[src/rtl/mux_2x1_arbiter.sv]
// Round-robin arbiter that shares a 2-to-1 mux path between requesters A and B.
// It drives the mux select and one-hot grants, and bounds how long one side can
// hold the path while the other side waits.
module mux_2x1_arbiter #(
  parameter int unsigned WIDTH    = 8,
  parameter int unsigned MAX_HOLD = 4
) (
  input  logic             clk,
  input  logic             rst_n,
  input  logic             req_a,
  input  logic             req_b,
  input  logic [WIDTH-1:0] data_a,
  input  logic [WIDTH-1:0] data_b,
  output logic             grant_a,
  output logic             grant_b,
  output logic             sel,
  output logic             out_valid,
  output logic [WIDTH-1:0] out_data
);

  localparam int unsigned   CW        = (MAX_HOLD > 1) ? $clog2(MAX_HOLD) : 1;
  localparam logic [CW-1:0] HOLD_LAST = CW'(MAX_HOLD - 1);

  typedef enum logic [1:0] {
    IDLE  = 2'd0,
    GNT_A = 2'd1,
    GNT_B = 2'd2
  } state_t;

  typedef enum logic {
    SIDE_A = 1'b0,
    SIDE_B = 1'b1
  } side_t;

  state_t        state;
  side_t         last;
  logic [CW-1:0] hold_cnt;

  // Arbitration FSM; grants and sel are registered and change with the state.
  // Leaving a grant records that side in last, so a tie from IDLE goes to the
  // other side; a handover goes straight to the other grant with no idle cycle.
  always_ff @(posedge clk or negedge rst_n) begin
    if (!rst_n) begin
      state    <= IDLE;
      last     <= SIDE_B;
      hold_cnt <= '0;
      grant_a  <= 1'b0;
      grant_b  <= 1'b0;
      sel      <= 1'b0;
    end else begin
      unique case (state)
        IDLE: begin
          if (req_a && (!req_b || last == SIDE_B)) begin
            state    <= GNT_A;
            grant_a  <= 1'b1;
            grant_b  <= 1'b0;
            sel      <= 1'b0;
            hold_cnt <= '0;
          end else if (req_b) begin
            state    <= GNT_B;
            grant_a  <= 1'b0;
            grant_b  <= 1'b1;
            sel      <= 1'b1;
            hold_cnt <= '0;
          end
        end
        GNT_A: begin
          if (!req_a || (req_b && hold_cnt == HOLD_LAST)) begin
            last <= SIDE_A;
            if (req_b) begin
              state    <= GNT_B;
              grant_a  <= 1'b0;
              grant_b  <= 1'b1;
              sel      <= 1'b1;
              hold_cnt <= '0;
            end else begin
              state   <= IDLE;
              grant_a <= 1'b0;
              grant_b <= 1'b0;
            end
          end else if (hold_cnt != HOLD_LAST) begin
            hold_cnt <= hold_cnt + 1'b1;
          end
        end
        GNT_B: begin
          if (!req_b || (req_a && hold_cnt == HOLD_LAST)) begin
            last <= SIDE_B;
            if (req_a) begin
              state    <= GNT_A;
              grant_a  <= 1'b1;
              grant_b  <= 1'b0;
              sel      <= 1'b0;
              hold_cnt <= '0;
            end else begin
              state   <= IDLE;
              grant_a <= 1'b0;
              grant_b <= 1'b0;
            end
          end else if (hold_cnt != HOLD_LAST) begin
            hold_cnt <= hold_cnt + 1'b1;
          end
        end
        default: begin
          state   <= IDLE;
          grant_a <= 1'b0;
          grant_b <= 1'b0;
        end
      endcase
    end
  end

  // Shared output path: data follows sel combinationally.
  always_comb begin
    out_valid = grant_a | grant_b;
    out_data  = sel ? data_b : data_a;
  end

endmodule

[config.mk]
export PLATFORM = sky130hd
export DESIGN_NAME = mux_2x1_arbiter
export DESIGN_NICKNAME = d
export VERILOG_FILES = /design/src/rtl/mux_2x1_arbiter.sv
export SDC_FILE = /design/constraint.sdc
export NUM_CORES = 1
export LEC_CHECK = 0
export CELL_PAD_IN_SITES_DETAIL_PLACEMENT = 2
export CELL_PAD_IN_SITES_GLOBAL_PLACEMENT = 2
export CORE_MARGIN = 8
export CORE_UTILIZATION = 24
export DETAILED_ROUTE_END_ITERATION = 6
export GPL_TIMING_DRIVEN = 0
export PLACE_DENSITY_LB_ADDON = 0.1
export SLEW_MARGIN = 10
export SYNTH_ARGS = -nofsm -noshare
export SYNTH_HDL_FRONTEND = slang
export SYNTH_SLANG_ARGS = --single-unit
[constraint.sdc]
create_clock -name clk -period 2.37 [get_ports clk]
set_input_delay 0.237 -clock clk [delete_from_list [all_inputs] [get_ports clk]]
set_output_delay 0.237 -clock clk [all_outputs]
set_load 0.05 [all_outputs]
[Word level (Yosys, flattened, before mapping)]
Cells that the tools add are included.
Storage, ports and cells
  memory bits (writable): 0
  input bits: 20
  memories kept: 0
  output and inout bits: 12
  bits in latches: 0
  bits in read-only memories: 0
  register bits after elaboration: 8
Operators by class
  divide/modulo/power cells: 0
  multiply operators: 0
  eq/ne operators: 9
  magnitude comparators: 0
  bitwise operators: 1
  add/sub/neg operators: 1
  shifts and indexed selects: 0
  mux-type cells: 35
  reduce and logical (&&, ||, !) cells: 15
Operators by type and width (number)
  2-bit two-way mux: 11
  1-bit two-way mux: 17
  2-bit one-hot mux with 3 select lines: 2
  1-bit one-hot mux with 3 select lines: 3
  8-bit two-way mux: 1
  2-bit inequality test (second input constant): 4
  3-bit inequality test (second input constant): 2
  3-bit AND reduction: 2
  2-bit equality test (second input constant): 2
  4-bit AND reduction: 1
  1-bit logical AND: 3
  1-bit logical OR: 3
  3-bit nonzero test: 1
  2-bit by 1-bit adder with 2-bit output (second input constant): 1
  2-bit by 1-bit equality test with 1-bit output (second input constant): 1
  1-bit logical NOT: 2
  2-bit logical NOT: 1
  1-bit one-hot mux with 2 select lines: 1
  2-bit AND reduction: 1
  2-bit nonzero test: 1
  1-bit OR: 1

[Depth between registers and ports, before layout]
  word-level depth: 5
  mapped depth: 6

[Worst setup path before layout]
No wires, ideal clock.
  path type: flip-flop to output port
  start: reg sel
  end: out out_data[0]
  required time: 2.133 ns
  stages on the path, launching flop included: 3
  arrival time: 1.454 ns
  slack: 0.679 ns
  cell sequence: dfrtp_1 -> clkbuf_1 -> mux2_2
Between the ends
  longest elaborated chain between the ends: 1
RTL lines
  start, declared: RTL line 16  | output logic sel,
  start signal, assigned: RTL line 49  | sel <= 1'b0;
  start signal, assigned: RTL line 57  | sel <= 1'b0;
  start signal, assigned: RTL line 63  | sel <= 1'b1;
  8-bit two-way mux: RTL line 115  | out_data = sel ? data_b : data_a;
  end, declared: RTL line 18  | output logic [WIDTH-1:0] out_data
No other way between the ends.

[Worst setup path after layout]
  start: reg sel
  end: out out_data[1]
The elaborated chain is that of the path after synthesis.

==> metrics.yaml <==
ctsHtreeMaxLevel: 1
ios: 32
end_kind: "output port"
die-area_um2: 4590
dr.first_iter.drc_count: 14
powerDensity_nw_per_um2: 1300
clock_sinks: 8
clock_skew_ns: 0.00121
p_leak_uw: 0.000405
fmaxAchievable_mhz: 461
placed_area_um2: 991
yosysSeqAreaShare_pct: 31.3
grt_antenna_before_repair: 0
drc: 0
grt_usage_pct: 10.8
ant_nets: 0
cts_resized: 0
synth-simple-area-share_pct: 16.0
met2_length_mm: 1.20
synth_top_family_by_area: "compound AO/OA/AOI/OAI gates"
period_needed_ns: 2.17
portBuffers: 31
numCtsBuffers: 3
rr_worst_depth: 6
drive_gt1_share_pct: 23.5
synth_adder_area_share_pct: 7.78
grt_pass1_wl_mm: 3.73
crit_path_start_kind: "flip-flop"
cap_violations: 0
required_ns: 2.13
cp.arrival_ns: 1.93
finalSetupTns_ns: 0
finalSetupViolations: 0
synth_cell_types: 31
die_w_um: 67.8
intPower_uw: 636
hp-class: "in -> async"
power_frac_clock_pct: 9.5
tightest_slew_ns: 0.524
hold_viol_final: 0
synth-compound-area-share_pct: 26.8
top_layer: "met4"
antennaDiodeCount: 0
p_comb_share_pct: 69.7
routed_via_density: 5.05
synth-xor-area-share_pct: 0
swShare_pct: 51.7
timing_worst_setup_path_type: "reg -> out"
grt_pass1_vias: 714
wl_met3_um: 96
drt-wirelength-per-cell_um: 18.1
fillers: 285
synth.net_count: 88
muxShareOfSynthArea_pct: 15.8
switching_power_uw: 680
fp.dieH_um: 67.8
final_area_um2: 1010
cts_setup_buffers: 0
synth_warnings: 0
crit_fanout: 10
rsz0062_at_grt: "false"
p_seq_share_pct: 20.9
hpwl_mm: 1.89
clockBufferDepth: 2
syn_avg_cell_area_um2: 10.0
ir_drop_mv: 0.518
clk_latency_ns: 0.26
status: "complete, no violations"
report.final.slew_viol_count: 0
syn_area_um2: 643
area_growth_pct: 57.6
period_share_pct: 91.6
wl_mm: 2.32
slew_headroom_pct: 65.0
rows: 18
start_util_pct: 25.7
path_clk_slew_ns: 0.07
synth_seq_cells: 8
synthCells: 64
grt_max_degree: 11
gp_congestion: 0.695
cts-root-buf: "clkbuf_4"
first_pass_iters: 3
final_nets: 123
cts_tree: "done"
core_area_um2: 2500
m1WireLength_um: 993
dr_total_vias: 646
cts_hold_buf: 0
grt_overflow: 0
-- area by class of cell --
class,count,area [µm²],share of cell area (%)
clock buffer,4,26.3,2.59
inverter,3,11.3,1.11
multi-input combinational,52,427,42.1
sequential,8,201,19.9
tap,30,37.5,3.70
timing repair buffer,31,310,30.6
-- power by group through the flow --
| stage | combinational (µW) | sequential, µW | clock, µW |
|---|---|---|---|
| 2_1_floorplan | 589 | 322 | 0 |
| 3_3_place_gp | 941 | 245 | 0 |
| 3_5_place_dp | 954 | 252 | 0 |
| 4_1_cts | 927 | 277 | 126 |
| 5_1_grt | 980 | 286 | 130 |
| 6_report | 916 | 275 | 125 |
-- per-stage QoR --
stage / util, % / total power [µW] / hold WS (ns) / instances / setup WS [ns]
floorplan: - / 911 / -0.0586 / 64 / 0.679
global placement: 39.6 / 1190 / 0.488 / 125 / 0.305
detailed placement: 39.6 / 1210 / 0.505 / 125 / 0.265
CTS: 40.5 / 1330 / 0.276 / 128 / 0.155
global route: 40.5 / 1400 / 0.287 / 128 / 0.104
finish: 40.5 / 1320 / 0.266 / 128 / 0.199
-- registers in the layout (all words and copies together), names as in the netlist --
signal    cells
grant_a       1
grant_b       1
hold_cnt      2
last          1
sel           1
state         2
-- metal layers --
layer	up-vias	GRT usage [%]
met2	21	20.2
li1	306	-
met1	315	11.6
met3	4	2.32
met4	0	3.92
met5	-	0
-- kinds of logic (layout without fill, tap and decap cells) --
logic type / Yosys count / in the layout
simple gates: 19 / 19
compound gates: 20 / 20
flops: 8 / 8
buf+inv: 4 / 38
fa+ha+maj: 4 / 4
mux: 9 / 9
-- worst max-delay path, stage by stage (launching register included) --
cell and delay (ns):
dfrtp_1 0.57, mux2_2 0.38, clkdlybuf4s50_1 0.71
-- cell usage after synthesis (all sizes together) --
cell | number | share of area [%]
nor2 | 2 | 1.6
o41ai | 1 | 1.4
nand2 | 10 | 6.2
ha | 4 | 7.8
a22oi | 2 | 2.3
nand2b | 2 | 1.9
o22a | 1 | 2.7
a21oi | 4 | 3.7
a31oi | 2 | 1.9
or3b | 1 | 1.4
o221ai | 1 | 2.3
or2 | 1 | 0.97
clkbuf | 1 | 0.58
a22o | 1 | 1.4
o31ai | 2 | 3.1
or2b | 1 | 1.2
o22ai | 2 | 2.9
mux2 | 9 | 16
and3 | 2 | 2.7
dfrtp | 7 | 27
a32o | 1 | 1.6
a211oi | 1 | 1.9
dfstp | 1 | 4.1
inv | 3 | 1.8
o21ai | 2 | 1.6
-- cell usage in the layout (no fill, tap or decap), types with 2 or more instances in the layout --
master           Yosys  layout
a31oi_1              2       2
nand2b_1             2       2
clkbuf_4             0       3
inv_1                3       3
clkdlybuf4s50_1      0      31
o21ai_0              2       2
dfrtp_1              7       7
mux2_2               9       9
a22oi_1              2       2
nand2_1              9       9
a21oi_1              3       3
ha_1                 4       4
-- path summary, 6_finish.rpt --
kind	start	endpoint	slack, ns
setup / recovery	sel$_DFFE_PN0P_	out_data[1]	0.20
hold / removal	rst_n	grant_b$_DFFE_PN0P_	0.27
setup reg to reg	state[0]$_DFFE_PN0P_	hold_cnt[1]$_DFFE_PN0P_	0.74
hold reg to reg	grant_b$_DFFE_PN0P_	grant_b$_DFFE_PN0P_	0.51
max in group asynchronous	rst_n	last$_DFFE_PN1P_	1.78
min in group clk	grant_b$_DFFE_PN0P_	grant_b$_DFFE_PN0P_	0.51
Note: power is estimated with default switching activity, not from simulation.
